### config.mk
export PLATFORM = sky130hd
export DESIGN_NAME = multicycle_controller
export DESIGN_NICKNAME = d
export VERILOG_FILES = /design/src/rtl/multicycle_controller_pkg.sv /design/src/rtl/mem_wait_timer.sv /design/src/rtl/multicycle_controller.sv
export SDC_FILE = /design/constraint.sdc
export NUM_CORES = 1
export LEC_CHECK = 0
export CAP_MARGIN = 20
export CORE_MARGIN = 2
export CORE_UTILIZATION = 44
export CTS_CLUSTER_DIAMETER = 40
export DETAILED_ROUTE_END_ITERATION = 10
export GPL_ROUTABILITY_DRIVEN = 0
export PLACE_DENSITY = 0.86
export SYNTH_ARGS = -nofsm -noshare
export SYNTH_HDL_FRONTEND = slang
export SYNTH_SLANG_ARGS = --single-unit
### constraint.sdc
create_clock -name clk -period 2.4 [get_ports clk]
set_clock_uncertainty 0.15 [all_clocks]
set_input_delay 0.48 -clock clk [delete_from_list [all_inputs] [get_ports clk]]
set_output_delay 0.48 -clock clk [all_outputs]
set_load 0.005 [all_outputs]
### src/rtl/multicycle_controller_pkg.sv
`default_nettype none
// ----------------------------------------------------------------------------
// multicycle_controller_pkg : opcode, state and mux-select encodings
// Revision 1.0
// ----------------------------------------------------------------------------
package multicycle_controller_pkg;

  typedef enum logic [6:0] {
    rTypeInstruction  = 7'b0110011,
    iTypeInstruction  = 7'b0010011,
    loadInstruction   = 7'b0000011,
    storeInstruction  = 7'b0100011,
    branchInstruction = 7'b1100011,
    jalInstruction    = 7'b1101111,
    jalrInstruction   = 7'b1100111,
    luiInstruction    = 7'b0110111,
    auipcInstruction  = 7'b0010111
  } opcode_t;

  typedef enum logic [2:0] {
    S_IDLE      = 3'd0,
    S_FETCH     = 3'd1,
    S_DECODE    = 3'd2,
    S_EXECUTE   = 3'd3,
    S_MEMORY    = 3'd4,
    S_WRITEBACK = 3'd5,
    S_FAULT     = 3'd6
  } ctrl_state_t;

  typedef enum logic [1:0] {
    PC_SRC_PLUS4 = 2'd0,
    PC_SRC_ALU   = 2'd1,
    PC_SRC_JALR  = 2'd2
  } pc_src_t;

  typedef enum logic [1:0] {
    WB_ALU = 2'd0,
    WB_MEM = 2'd1,
    WB_PC4 = 2'd2,
    WB_IMM = 2'd3
  } wb_sel_t;

  typedef enum logic [1:0] {
    ALU_A_RS1   = 2'd0,
    ALU_A_OLDPC = 2'd1,
    ALU_A_ZERO  = 2'd2
  } alu_a_sel_t;

  // Rejects opcodes outside RV32I and the reserved branch/load/store funct3 codes.
  function automatic logic is_legal(input opcode_t op, input logic [2:0] f3);
    logic ok;
    case (op)
      rTypeInstruction, iTypeInstruction, jalInstruction, jalrInstruction,
      luiInstruction, auipcInstruction: ok = 1'b1;
      branchInstruction: ok = (f3 != 3'd2) && (f3 != 3'd3);
      loadInstruction:   ok = !((f3 == 3'd3) || (f3 == 3'd6) || (f3 == 3'd7));
      storeInstruction:  ok = (f3 <= 3'd2);
      default:           ok = 1'b0;
    endcase
    return ok;
  endfunction

endpackage
`default_nettype wire

### src/rtl/mem_wait_timer.sv
`default_nettype none
// ----------------------------------------------------------------------------
// mem_wait_timer : counts cycles a memory request waits; flags the last one
// Revision 1.0
// ----------------------------------------------------------------------------
module mem_wait_timer #(
  parameter int MEM_TIMEOUT = 16
) (
  input  logic clk,
  input  logic rst,
  input  logic clr,
  input  logic en,
  output logic expired
);

  generate
    if (MEM_TIMEOUT > 0) begin : g_timer
      localparam int CW = $clog2(MEM_TIMEOUT + 1);
      localparam logic [CW-1:0] C_LAST = CW'(MEM_TIMEOUT - 1);

      logic [CW-1:0] count_q;
      logic [CW-1:0] count_d;

      always_comb begin
        count_d = count_q;
        if (clr) begin
          count_d = '0;
        end else if (en) begin
          count_d = count_q + CW'(1);
        end
      end

      always_ff @(posedge clk) begin
        if (rst) begin
          count_q <= '0;
        end else begin
          count_q <= count_d;
        end
      end

      // Asserted during the MEM_TIMEOUT-th consecutive waiting cycle.
      assign expired = en && (count_q == C_LAST);
    end else begin : g_no_timer
      assign expired = 1'b0;
    end
  endgenerate

endmodule
`default_nettype wire

### src/rtl/multicycle_controller.sv
`default_nettype none
// ----------------------------------------------------------------------------
// multicycle_controller : RV32I multi-cycle control FSM
// Revision 1.0
// ----------------------------------------------------------------------------
module multicycle_controller
  import multicycle_controller_pkg::*;
#(
  parameter int MEM_TIMEOUT   = 16,
  parameter int RESET_PC_HOLD = 1
) (
  input  logic        clk,
  input  logic        rst,
  input  opcode_t     opcode,
  input  logic [2:0]  funct3,
  input  logic        branchTaken,
  input  logic        memReady,
  output logic        memReq,
  output logic        memWe,
  output logic        memAddrSel,
  output logic        irWrite,
  output logic        pcWrite,
  output logic [1:0]  pcSrc,
  output logic        regWrite,
  output logic [1:0]  wbSel,
  output logic [1:0]  aluASel,
  output logic        aluBSel,
  output logic        aluFunctEn,
  output logic [31:0] retired,
  output logic        fault
);

  localparam int HOLD_LAST = (RESET_PC_HOLD > 1) ? RESET_PC_HOLD - 1 : 0;
  localparam int HW        = (HOLD_LAST > 0) ? $clog2(HOLD_LAST + 1) : 1;
  localparam logic [HW-1:0] C_HOLD_LAST = HW'(HOLD_LAST);

  ctrl_state_t   state_q, state_d;
  opcode_t       opcode_q, opcode_d;
  logic [HW-1:0] idle_cnt_q, idle_cnt_d;
  logic [31:0]   retired_q, retired_d;
  logic          fault_q, fault_d;
  logic          retire;
  logic          timer_en;
  logic          timer_expired;

  // The counter runs only while a request is outstanding and unanswered.
  assign timer_en = ((state_q == S_FETCH) || (state_q == S_MEMORY)) && !memReady && !rst;

  mem_wait_timer #(
    .MEM_TIMEOUT(MEM_TIMEOUT)
  ) u_timer (
    .clk    (clk),
    .rst    (rst),
    .clr    (!timer_en),
    .en     (timer_en),
    .expired(timer_expired)
  );

  always_comb begin
    state_d    = state_q;
    opcode_d   = opcode_q;
    idle_cnt_d = idle_cnt_q;
    memReq     = 1'b0;
    memWe      = 1'b0;
    memAddrSel = 1'b0;
    irWrite    = 1'b0;
    pcWrite    = 1'b0;
    pcSrc      = PC_SRC_PLUS4;
    regWrite   = 1'b0;
    wbSel      = WB_ALU;
    aluASel    = ALU_A_RS1;
    aluBSel    = 1'b0;
    aluFunctEn = 1'b0;
    retire     = 1'b0;
    if (!rst) begin
      case (state_q)
        S_IDLE: begin
          if (idle_cnt_q == C_HOLD_LAST) state_d = S_FETCH;
          else                           idle_cnt_d = idle_cnt_q + HW'(1);
        end
        S_FETCH: begin
          memReq = 1'b1;
          if (memReady) begin
            irWrite = 1'b1;
            state_d = S_DECODE;
          end else if (timer_expired) begin
            state_d = S_FAULT;
          end
        end
        S_DECODE: begin
          opcode_d = opcode;
          state_d  = is_legal(opcode, funct3) ? S_EXECUTE : S_FAULT;
        end
        S_EXECUTE: begin
          state_d = S_WRITEBACK;
          case (opcode_q)
            rTypeInstruction: aluFunctEn = 1'b1;
            iTypeInstruction: begin
              aluBSel    = 1'b1;
              aluFunctEn = 1'b1;
            end
            loadInstruction, storeInstruction: begin
              aluBSel = 1'b1;
              state_d = S_MEMORY;
            end
            branchInstruction: begin
              aluASel = ALU_A_OLDPC;
              aluBSel = 1'b1;
              pcWrite = 1'b1;
              pcSrc   = branchTaken ? PC_SRC_ALU : PC_SRC_PLUS4;
              retire  = 1'b1;
              state_d = S_FETCH;
            end
            jalInstruction, auipcInstruction: begin
              aluASel = ALU_A_OLDPC;
              aluBSel = 1'b1;
            end
            jalrInstruction: aluBSel = 1'b1;
            default: ;
          endcase
        end
        S_MEMORY: begin
          memReq     = 1'b1;
          memAddrSel = 1'b1;
          memWe      = (opcode_q == storeInstruction);
          if (memReady) begin
            if (opcode_q == storeInstruction) begin
              pcWrite = 1'b1;
              retire  = 1'b1;
              state_d = S_FETCH;
            end else begin
              state_d = S_WRITEBACK;
            end
          end else if (timer_expired) begin
            state_d = S_FAULT;
          end
        end
        S_WRITEBACK: begin
          regWrite = 1'b1;
          pcWrite  = 1'b1;
          retire   = 1'b1;
          state_d  = S_FETCH;
          case (opcode_q)
            loadInstruction: wbSel = WB_MEM;
            jalInstruction: begin
              wbSel = WB_PC4;
              pcSrc = PC_SRC_ALU;
            end
            jalrInstruction: begin
              wbSel = WB_PC4;
              pcSrc = PC_SRC_JALR;
            end
            luiInstruction: wbSel = WB_IMM;
            default: ;
          endcase
        end
        S_FAULT: ;
        default: state_d = S_FAULT;
      endcase
    end
    retired_d = retired_q + {31'd0, retire};
    fault_d   = fault_q | (state_d == S_FAULT);
  end

  always_ff @(posedge clk) begin
    if (rst) begin
      state_q    <= S_IDLE;
      opcode_q   <= rTypeInstruction;
      idle_cnt_q <= '0;
      retired_q  <= '0;
      fault_q    <= 1'b0;
    end else begin
      state_q    <= state_d;
      opcode_q   <= opcode_d;
      idle_cnt_q <= idle_cnt_d;
      retired_q  <= retired_d;
      fault_q    <= fault_d;
    end
  end

  assign retired = retired_q;
  assign fault   = fault_q;

endmodule
`default_nettype wire

==> impl_metrics.tcl <==
set metrics [dict create \
    setup_viol 27 \
    synth_area_sq_mm 0.00239 \
    drive_above_1_share_pct 26.4 \
    layout_common_cells "47 x clkdlybuf4s50_1, 42 x buf_4, 41 x nor2_1, 41 x dfxtp_1, 26 x xor2_1" \
    drv_cap 0 \
    crit_fanout 6 \
    io_pins 61 \
    numCtsBuffers 5 \
    rr_worst_depth 13 \
    dr.pass1.iters 6 \
    post-place-ws_ns -0.675 \
    grt_antenna_before_repair 0 \
    p_sw_share_pct 27.5 \
    synth_fp_nets 311 \
    rsz0062_at_grt "yes" \
    status "finished, violations left" \
    synth_flop_cell "dfxtp_1" \
    finalHoldViolations 0 \
    avgRoutedWirePerCell_um 14.7 \
    start_util_pct 46.1 \
    met3_length_um 353 \
    worstMarginPinSlew_ns 0.653 \
    fp.dieH_um 77.6 \
    vias 2555 \
    violations "negative setup slack" \
    worstPathArrival_ns 2.80 \
    critPathRequiredTime_ns 2.44 \
    clkLatencyLatePin_ns 0.30 \
    synth.distinct_cells 48 \
    grt_use_total_pct 20.9 \
    ir_drop_uv 317 \
    coreArea_sq_mm 0.00517 \
    cts_tree "yes" \
    grt_pass1_wl_um 10400 \
    yosys_warnings 0 \
    grt_max_degree 38 \
    relSlewSlack_pct 56.1 \
    grt_remaining_overflow 0 \
    hpwlAfterDp_um 4370 \
    numPortBuffers 59 \
    p_leak_nw 1.46 \
    ys_async_sr_fraction_pct 0 \
    mostFrequentLayoutCell "clkdlybuf4s50_1" \
    power.internal_mw 1.35 \
    avgSynthCellArea_sq_um 8.14 \
    seqPwrFrac_pct 46.3 \
    fin_crit_sh_pct 115 \
    placementRows 26 \
    synth_edf_count 0 \
    clockPowerShare_pct 32.0 \
    die_w_um 77.6 \
    clockRootBuffer "clkbuf_8" \
    reg2reg_to "retired[29]" \
    reg2reg_slack_ns -0.36 \
    max_freq_mhz 362 \
    slew_violations 0 \
    hold_depth 1 \
    die-area_sq_mm 0.00603 \
    drcViolationCount 0 \
    cts_sinks 48 \
    areaGrowthSynthToFinish_pct 55.3 \
    met1_length_um 2680 \
    hold_start "u_timer.g_timer.count_q[0]" \
    hold_class "flip-flop to flip-flop" \
    ys_seq_elements 48 \
    synth_cells 293 \
    layout.nets 411 \
    place_area_sq_mm 0.00326 \
    cp-end-kind "flip-flop" \
    avgViaCountPerCell 5.51 \
    postRouteAntennaNets 0 \
    wl_um 6830 \
    fin_ws_ns -0.360 \
    switchingPower_uw 512 \
    min_to "u_timer.g_timer.count_q[0]" \
    h-tree-depth 2 \
    final_area_sq_mm 0.00371 \
    drt_iter0_markers 159 \
    power_density_mw_per_mm2 502 \
    r2r-start "opcode_q[3]" \
    ys_seq_area_share_pct 40.3 \
    grt_pass1_vias 2368 \
    fin_crit_ns 2.76 \
    highest_layer "met4" \
    path_clk_slew_ns 0.10 \
    wl_met2_um 3650 \
    diodes 0 \
    crit_type "flip-flop to flip-flop" \
    pwr-share-comb_pct 21.7 \
    clock_path_buffers 2 \
    start_kind "flip-flop" \
]
layout make-up:
type / count / area, sq um
Clock buffer: 5 / 68.8
Clock inverter: 3 / 46.3
Tap cell: 70 / 87.6
Timing Repair Buffer: 108 / 983
Sequential cell: 48 / 970
Fill cell: 376 / 1470
Inverter: 8 / 30.0
Multi-Input combinational cell: 222 / 1520
sequential cells by signal (all words and copies together), names as in the netlist:
| signal | flops |
|---|---|
| u_timer.g_timer.count_q | 5 |
| retired | 32 |
| fault | 1 |
| opcode_q | 7 |
| state_q | 3 |
cell families (layout without fill, tap and decap cells):
logic type	after synthesis	in the layout	synth area share [%]
flops	48	48	40.3
other cells	1	1	0.157
buf+inv	23	124	4.35
fa+ha+maj	4	4	2.10
simple gates	150	150	32.5
compound gates	37	37	9.65
xor+xnor	30	30	11.0
critical path, cell delays in order (launching register included):
cell	delay (ns)
dfxtp_2	0.33
nand4bb_4	0.24
nor3_4	0.19
and3_4	0.22
a221o_1	0.21
buf_6	0.12
ha_4	0.14
buf_4	0.11
nand4_1	0.12
nor3_2	0.22
buf_4	0.20
nand4_1	0.11
xor2_1	0.22
nor2_1	0.06
layer usage:
metal,vias up,GRT usage (%)
met1,1195,23.8
met3,20,4.07
met2,117,38.5
met5,-,0
li1,1223,-
met4,0,7.50
power by group through the flow:
| stage | sequential (mW) | combinational (mW) | clock [mW] |
|---|---|---|---|
| 2_1_floorplan | 0.865 | 0.168 | 0 |
| 3_3_place_gp | 0.867 | 0.313 | 0 |
| 3_5_place_dp | 0.869 | 0.319 | 0 |
| 4_1_cts | 0.857 | 0.379 | 0.605 |
| 5_1_grt | 0.865 | 0.434 | 0.640 |
| 6_report | 0.861 | 0.404 | 0.594 |
Yosys cell counts (2+ instances only):
cell type,instances,share of area (%)
dfxtp_1,48,40
nor2_1,44,6.9
nand2_1,27,4.2
xor2_1,26,9.5
nand3_1,18,3.8
nand4_1,15,3.9
a21oi_1,11,2.3
clkbuf_1,10,1.6
nor3_1,10,2.1
o21ai_0,10,2.1
inv_1,7,1.1
and3_1,5,1.3
nand2b_1,5,1.3
nor2b_1,5,1.3
ha_1,4,2.1
or3_1,4,1.0
xnor2_1,4,1.5
a211oi_1,2,0.63
and2_1,2,0.52
and4_1,2,0.73
buf_2,2,0.42
buf_4,2,0.63
nand3b_1,2,0.63
nor4_1,2,0.52
o211ai_1,2,0.63
o22ai_1,2,0.52
metrics by stage:
stage	hold WS [ns]	utilization [%]	TNS [ns]	instances	power (mW)
final	0.323	71.6	-6.98	464	1.86
after global routing	0.354	71.6	-9.51	464	1.94
after CTS	0.328	68.7	-1.67	458	1.84
after detailed placement	0.315	63.0	-20.38	438	1.19
after global placement	0.282	63.0	-17.30	438	1.18
after floorplan	0.268	-	-0.00751	293	1.03
how the worst max path moves through the flow:
stage / start / endpoint / slack [ns] / cells past startpoint
finish: opcode_q[3] / retired[29] / -0.36 / 13
global route: opcode_q[3] / retired[24] / -0.46 / 14
floorplan: opcode_q[3] / retired[22] / -0.008 / 12
global placement: rst / wbSel[0] / -0.59 / 6
CTS: opcode_q[2] / retired[29] / -0.14 / 12
detailed placement: rst / aluFunctEn / -0.68 / 7
what timing repair did:
item | CTS | global route
endpoints found under the setup margin | 39 | 34
pin swaps | 7 | 16
hold buffers | 0 | 0
setup buffers | 11 | 7
cloned | 1 | 0
resized for setup | 45 | 33
No activity file was read; power rests on OpenSTA's default activity.
==> patch 1 (same settings) <==
`MEM_TIMEOUT` is set to 16 in 2 places; all go to 32.
--- a/src/rtl/mem_wait_timer.sv
+++ b/src/rtl/mem_wait_timer.sv
@@ -4,7 +4,7 @@
 // Revision 1.0
 // ----------------------------------------------------------------------------
 module mem_wait_timer #(
-  parameter int MEM_TIMEOUT = 16
+  parameter int MEM_TIMEOUT = 32
 ) (
   input  logic clk,
   input  logic rst,
--- a/src/rtl/multicycle_controller.sv
+++ b/src/rtl/multicycle_controller.sv
@@ -6,7 +6,7 @@
 module multicycle_controller
   import multicycle_controller_pkg::*;
 #(
-  parameter int MEM_TIMEOUT   = 16,
+  parameter int MEM_TIMEOUT   = 32,
   parameter int RESET_PC_HOLD = 1
 ) (
   input  logic        clk,
Formal check against the unedited RTL: no difference found for any inputs over 10 cycles, from zero or initial values and one cycle with rst high; that may be too few to reach the edited logic, so the function may still have changed.
==> patch 1 against the unedited design <==
The flow still finishes with violations (setup timing). Via count up 1.9%. Largest cell class unchanged. Design area is 3.2% higher. Area after synthesis increased by 6.0%. Global-route usage grew 0.97 points. Total power decreased by 4.2%. Worst setup slack improved by 0.18 ns. Sequential cell count up 1. Critical endpoint is now retired[19]$_SDFF_PP0_. Wire length is 5.2% higher. Cell count rose by 0.86%.
==> patch 1: results (changes against the unedited design) <==
[outcome]
status = finished, violations left
violations = setup timing

[worst_setup_path]
max_stage_delay_ns = 0.33  ; about the same
critPathMaxFanout = 4  ; -2
critPathSlowestCell = dfxtp_2
critical-path-top-delay-family = simple AND/OR/NAND/NOR gates
critical_path_arrival_ns = 2.62  ; -0.18 ns
start_kind = flop

[logic_synthesis]
seq_area_frac_synth_pct = 38.79  ; -1.5 points
synth_area_leaders = dfxtp_1 39%, nor2_1 7.3%, xor2_1 4.8%
synthTopCellsByCount = 49 x dfxtp_1, 49 x nor2_1, 19 x nand2_1
synth_ff_type = dfxtp_1
yosys_warnings = 0  ; unchanged
ys_types = 52  ; +8.3%
synthArstFlopShare_pct = 0  ; unchanged
synthesis.nets = 319  ; +2.6%

[route]
vias = 2604  ; +1.9%
wl_per_cell_um = 15.35  ; +4.3%
firstDrtPassIters = 4  ; -2
dr.first_iter.drc_count = 101  ; -36%

[min_path]
hp-class = flop to flop

[place]
hpwl_um = 4860  ; +11%
post_dp_cell_area_um2 = 3461  ; +6.3%
io_buffers = 59  ; unchanged
place_ws_ns = -0.3893  ; +0.2858 ns

[timing]
drv_slew = 0  ; unchanged
tightest_slew_ns = 0.5069  ; -0.1460 ns
worst_slack_ns = -0.1848  ; +0.1756 ns
hold_viol_final = 0  ; unchanged
setup_viol = 24  ; -11%

[final_layout]
num_antenna_cells = 0  ; unchanged
drive_gt1_share_pct = 26.01  ; -0.39 points
finish.net_count = 414  ; +0.73%
largest_reg_flops = 32  ; unchanged
nFillCells = 438  ; +16%

[power]
p_sw_share_pct = 28.16  ; +0.64 points
ir_drop_mv = 0.2353  ; -26%
power.leakage_uw = 0.001561  ; +6.6%

[cts]
cts_root_buffer = clkbuf_8
h-tree-depth = 2  ; unchanged
clk_pin_slew_worst_paths_ns = 0.08  ; -0.02 ns
cts_buffers = 5  ; unchanged
clk_latency_ns = 0.30  ; about the same
holdBufCountCts = 0  ; unchanged

[grt]
grt_max_degree = 30  ; -21%
grt_pass1_wl_um = 11140  ; +7.4%
grt_pass1_vias = 2494  ; +5.3%
grt_util_all_layers_pct = 21.91  ; +0.97 points
antenna_found_initial = 0  ; unchanged

[patch 1: kinds of logic (layout without fill, tap and decap cells)]
logic type,after synthesis,in the layout,synth area share [%]
AND/OR/NAND/NOR,152,152,33.50
buffers and inverters,23,117,3.959
multiplexers,3,3,1.188
XOR/XNOR,27,27,9.352
AO/OA/AOI/OAI,44,44,11.58
other,1,1,0.1483
adder cells (fa/ha/maj),3,3,1.485
flip-flops,49,49,38.79
[patch 1: metal layers]
metal,vias up,wire length (um),track usage (%)
li1,1248,-,-
met5,-,0,0
met2,87,3844,40.25
met3,17,318,5.204
met4,0,168,8.814
met1,1252,2850,24.06
[patch 1: area by class of cell]
cell class	instances	area (um^2)	area share (%)
Clock buffer	5	68.82	1.799
Clock inverter	1	5.005	0.1308
Inverter	10	40.04	1.047
Multi-Input combinational cell	230	1687	44.10
Sequential cell	49	994.7	26.01
Tap cell	72	90.09	2.355
Timing Repair Buffer	101	939.7	24.57
[patch 1: worst paths after layout]
path                                                            start                                    end  slack, ns  cells after the start
worst max-delay path                         opcode_q[2]$_SDFFE_PP0P_                 retired[19]$_SDFF_PP0_      -0.18                     12
worst min-delay path            u_timer.g_timer.count_q[0]$_SDFF_PP0_  u_timer.g_timer.count_q[0]$_SDFF_PP0_       0.31                      1
worst max register to register               opcode_q[2]$_SDFFE_PP0P_                 retired[19]$_SDFF_PP0_      -0.18                     12
worst min register to register  u_timer.g_timer.count_q[0]$_SDFF_PP0_  u_timer.g_timer.count_q[0]$_SDFF_PP0_       0.31                      1
[patch 1: through the flow]
stage	hold WS (ns)	utilization, %	std cells	TNS, ns	power [uW]
6_report	0.3102	69.04	468	-1.904	1781
2_1_floorplan	0.2676	-	302	-1.290	1109
3_3_place_gp	0.2799	62.47	449	-8.740	1272
5_1_grt	0.3251	69.04	468	-5.045	1883
4_1_cts	0.3087	66.40	464	-1.041	1754
3_5_place_dp	0.2890	62.47	449	-10.56	1286
[patch 1: power groups by stage]
stage	registers [uW]	logic [uW]	clock network, uW
detailed placement	895	392	0
CTS	881	418	454
floorplan	883	226	0
global route	888	491	504
finish	885	452	444
global placement	893	380	0
[patch 1: timing repair]
item                       in CTS  in global routing
resized for setup              39                 29
pin swaps                       5                  9
setup endpoints to repair      36                 33
buffers inserted                9                  7
gates cloned                    0                  0
==> patch 2 (config.mk and constraints unchanged) <==
Made on the original files. Make the reset (`rst`) asynchronous in 2 clocked blocks.
--- a/src/rtl/mem_wait_timer.sv
+++ b/src/rtl/mem_wait_timer.sv
@@ -30,7 +30,7 @@
         end
       end
 
-      always_ff @(posedge clk) begin
+      always_ff @(posedge clk or posedge rst) begin
         if (rst) begin
           count_q <= '0;
         end else begin
--- a/src/rtl/multicycle_controller.sv
+++ b/src/rtl/multicycle_controller.sv
@@ -162,7 +162,7 @@
     fault_d   = fault_q | (state_d == S_FAULT);
   end
 
-  always_ff @(posedge clk) begin
+  always_ff @(posedge clk or posedge rst) begin
     if (rst) begin
       state_q    <= S_IDLE;
       opcode_q   <= rTypeInstruction;
Behaviour: differs if rst is asserted again (counterexample within 4 cycles, from zero or initial values and one cycle with rst high); with rst held inactive, the same outputs for 10 cycles.
==> patch 2 against the unedited design <==
Worst setup slack got worse by 0.055 ns. The flow still finishes with violations (setup timing). Wire length increased by 8.8%. Area after synthesis increased by 4.7%. Cell count down 4.7%. Design area rose by 8.6%. Sequential cell count unchanged. Via count is 7.0% lower.
Power is not compared: it rests on default switching activity, and its combinational part moved more than twofold at a synthesized area within 25%.
==> patch 2: results (changes against the unedited design) <==
[grt]
grt_pass1_vias = 2296  ; -3.0%
grt_util_all_layers_pct = 22.02  ; +1.1 points
grt_pass1_wl_um = 10810  ; +4.2%

[worst_setup_path]
timing.rr.start = opcode_q[3]$_DFFE_PP0P_
max_stage_delay_ns = 0.41  ; +0.08 ns
critPathSlowestCell = dfrtp_1
critical_path_arrival_ns = 2.86  ; +0.06 ns
critPathMaxFanout = 4  ; -2

[final_layout]
drive_gt1_share_pct = 38.38  ; +12 points
finish.net_count = 387  ; -5.8%

[route]
firstDrtPassIters = 5  ; -1
wl_per_cell_um = 16.81  ; +14%

[place]
place_ws_ns = -0.8363  ; -0.1612 ns
post_dp_cell_area_um2 = 3482  ; +6.9%

[timing]
setup_viol = 30  ; +11%
worst_slack_ns = -0.4149  ; -0.05457 ns
slew_headroom_pct = 60.58  ; +4.4 points

[logic_synthesis]
avgSynthCellArea_um2 = 9.837  ; +21%
synth_ff_type = dfrtp_1
seq_area_frac_synth_pct = 48.27  ; +8.0 points
synth_area_leaders = dfrtp_1 44%, xnor2_1 7.7%, dfstp_2 4.2%

[min_path]
holdPathEnd = u_timer.g_timer.count_q[0]$_DFF_PP0_
hold_start = u_timer.g_timer.count_q[0]$_DFF_PP0_

[outcome]
status = finished, violations left
violations = setup timing

patch 2: per-stage QoR:
step | TNS, ns | hold slack [ns] | utilization, %
final | -8.830 | 0.3291 | 73.12
after CTS | -6.671 | 0.3274 | 67.94
after global routing | -11.99 | 0.3500 | 73.12
after global placement | -18.95 | 0.3012 | 63.24
after detailed placement | -23.96 | 0.3151 | 63.24
after floorplan | -4.278 | 0.2827 | -
patch 2: final cells by class:
type | instances | area [um^2]
Fill cell | 333 | 1480
Tap cell | 72 | 90.09
Timing Repair Buffer | 117 | 1031
Sequential cell | 48 | 1206
Clock buffer | 6 | 82.58
Clock inverter | 2 | 15.01
Multi-Input combinational cell | 188 | 1564
Inverter | 9 | 37.54
patch 2: how the worst max path moves through the flow:
stage	startpoint	to	slack [ns]	depth (start not counted)
floorplan	opcode_q[2]$_DFFE_PP0P_	retired[29]$_DFF_PP0_	-0.29	11
global placement	memReady	retired[16]$_DFF_PP0_	-0.64	13
detailed placement	memReady	retired[27]$_DFF_PP0_	-0.84	11
CTS	opcode_q[3]$_DFFE_PP0P_	retired[16]$_DFF_PP0_	-0.31	14
global route	opcode_q[3]$_DFFE_PP0P_	retired[27]$_DFF_PP0_	-0.52	12
finish	opcode_q[3]$_DFFE_PP0P_	retired[30]$_DFF_PP0_	-0.41	13
patch 2: power by group through the flow:
stage	logic [uW]	clock network, uW	registers [uW]
after CTS	1300	514	1050
after detailed placement	1140	0	1080
final	1530	515	1080
after floorplan	587	0	1070
after global placement	1100	0	1070
after global routing	1630	563	1090
patch 2: cells by family (layout without fill, tap and decap cells):
logic type / Yosys count / in the layout / share of synthesized area, %
AOI/OAI and AO/OA: 28 / 28 / 7.813
adders and majority gates: 4 / 4 / 2.003
xor gates and xnor gates: 32 / 32 / 11.22
other: 1 / 1 / 0.1501
muxes: 7 / 7 / 3.104
DFF: 48 / 48 / 48.27
and+or+nand+nor: 116 / 116 / 24.44
buffers and inverters: 18 / 134 / 3.004
patch 2: repair_timing:
item	4_1_cts	5_1_grt
pin swaps	10	26
setup endpoints to repair	42	41
setup buffers	7	12
gates resized for setup	45	66
patch 2: worst register-to-register path, stage by stage, from the launching register on:
cell and delay [ns]:
dfrtp_1 0.41, buf_6 0.13, or2_4 0.25, nor4_4 0.23
nor2_2 0.07, a2bb2oi_2 0.15, nor2_2 0.18, buf_6 0.13
ha_4 0.17, ha_4 0.16, nand2_4 0.07, nor3_4 0.27
nand4_1 0.17, xnor2_1 0.16
patch 2: metal layers:
metal | up-vias | wire, um | global-route usage (%)
li1 | 1114 | - | -
met1 | 1149 | 2962 | 27.38
met2 | 95 | 3930 | 38.81
met3 | 19 | 349 | 4.545
met4 | 0 | 187 | 6.034
met5 | - | 0 | 0
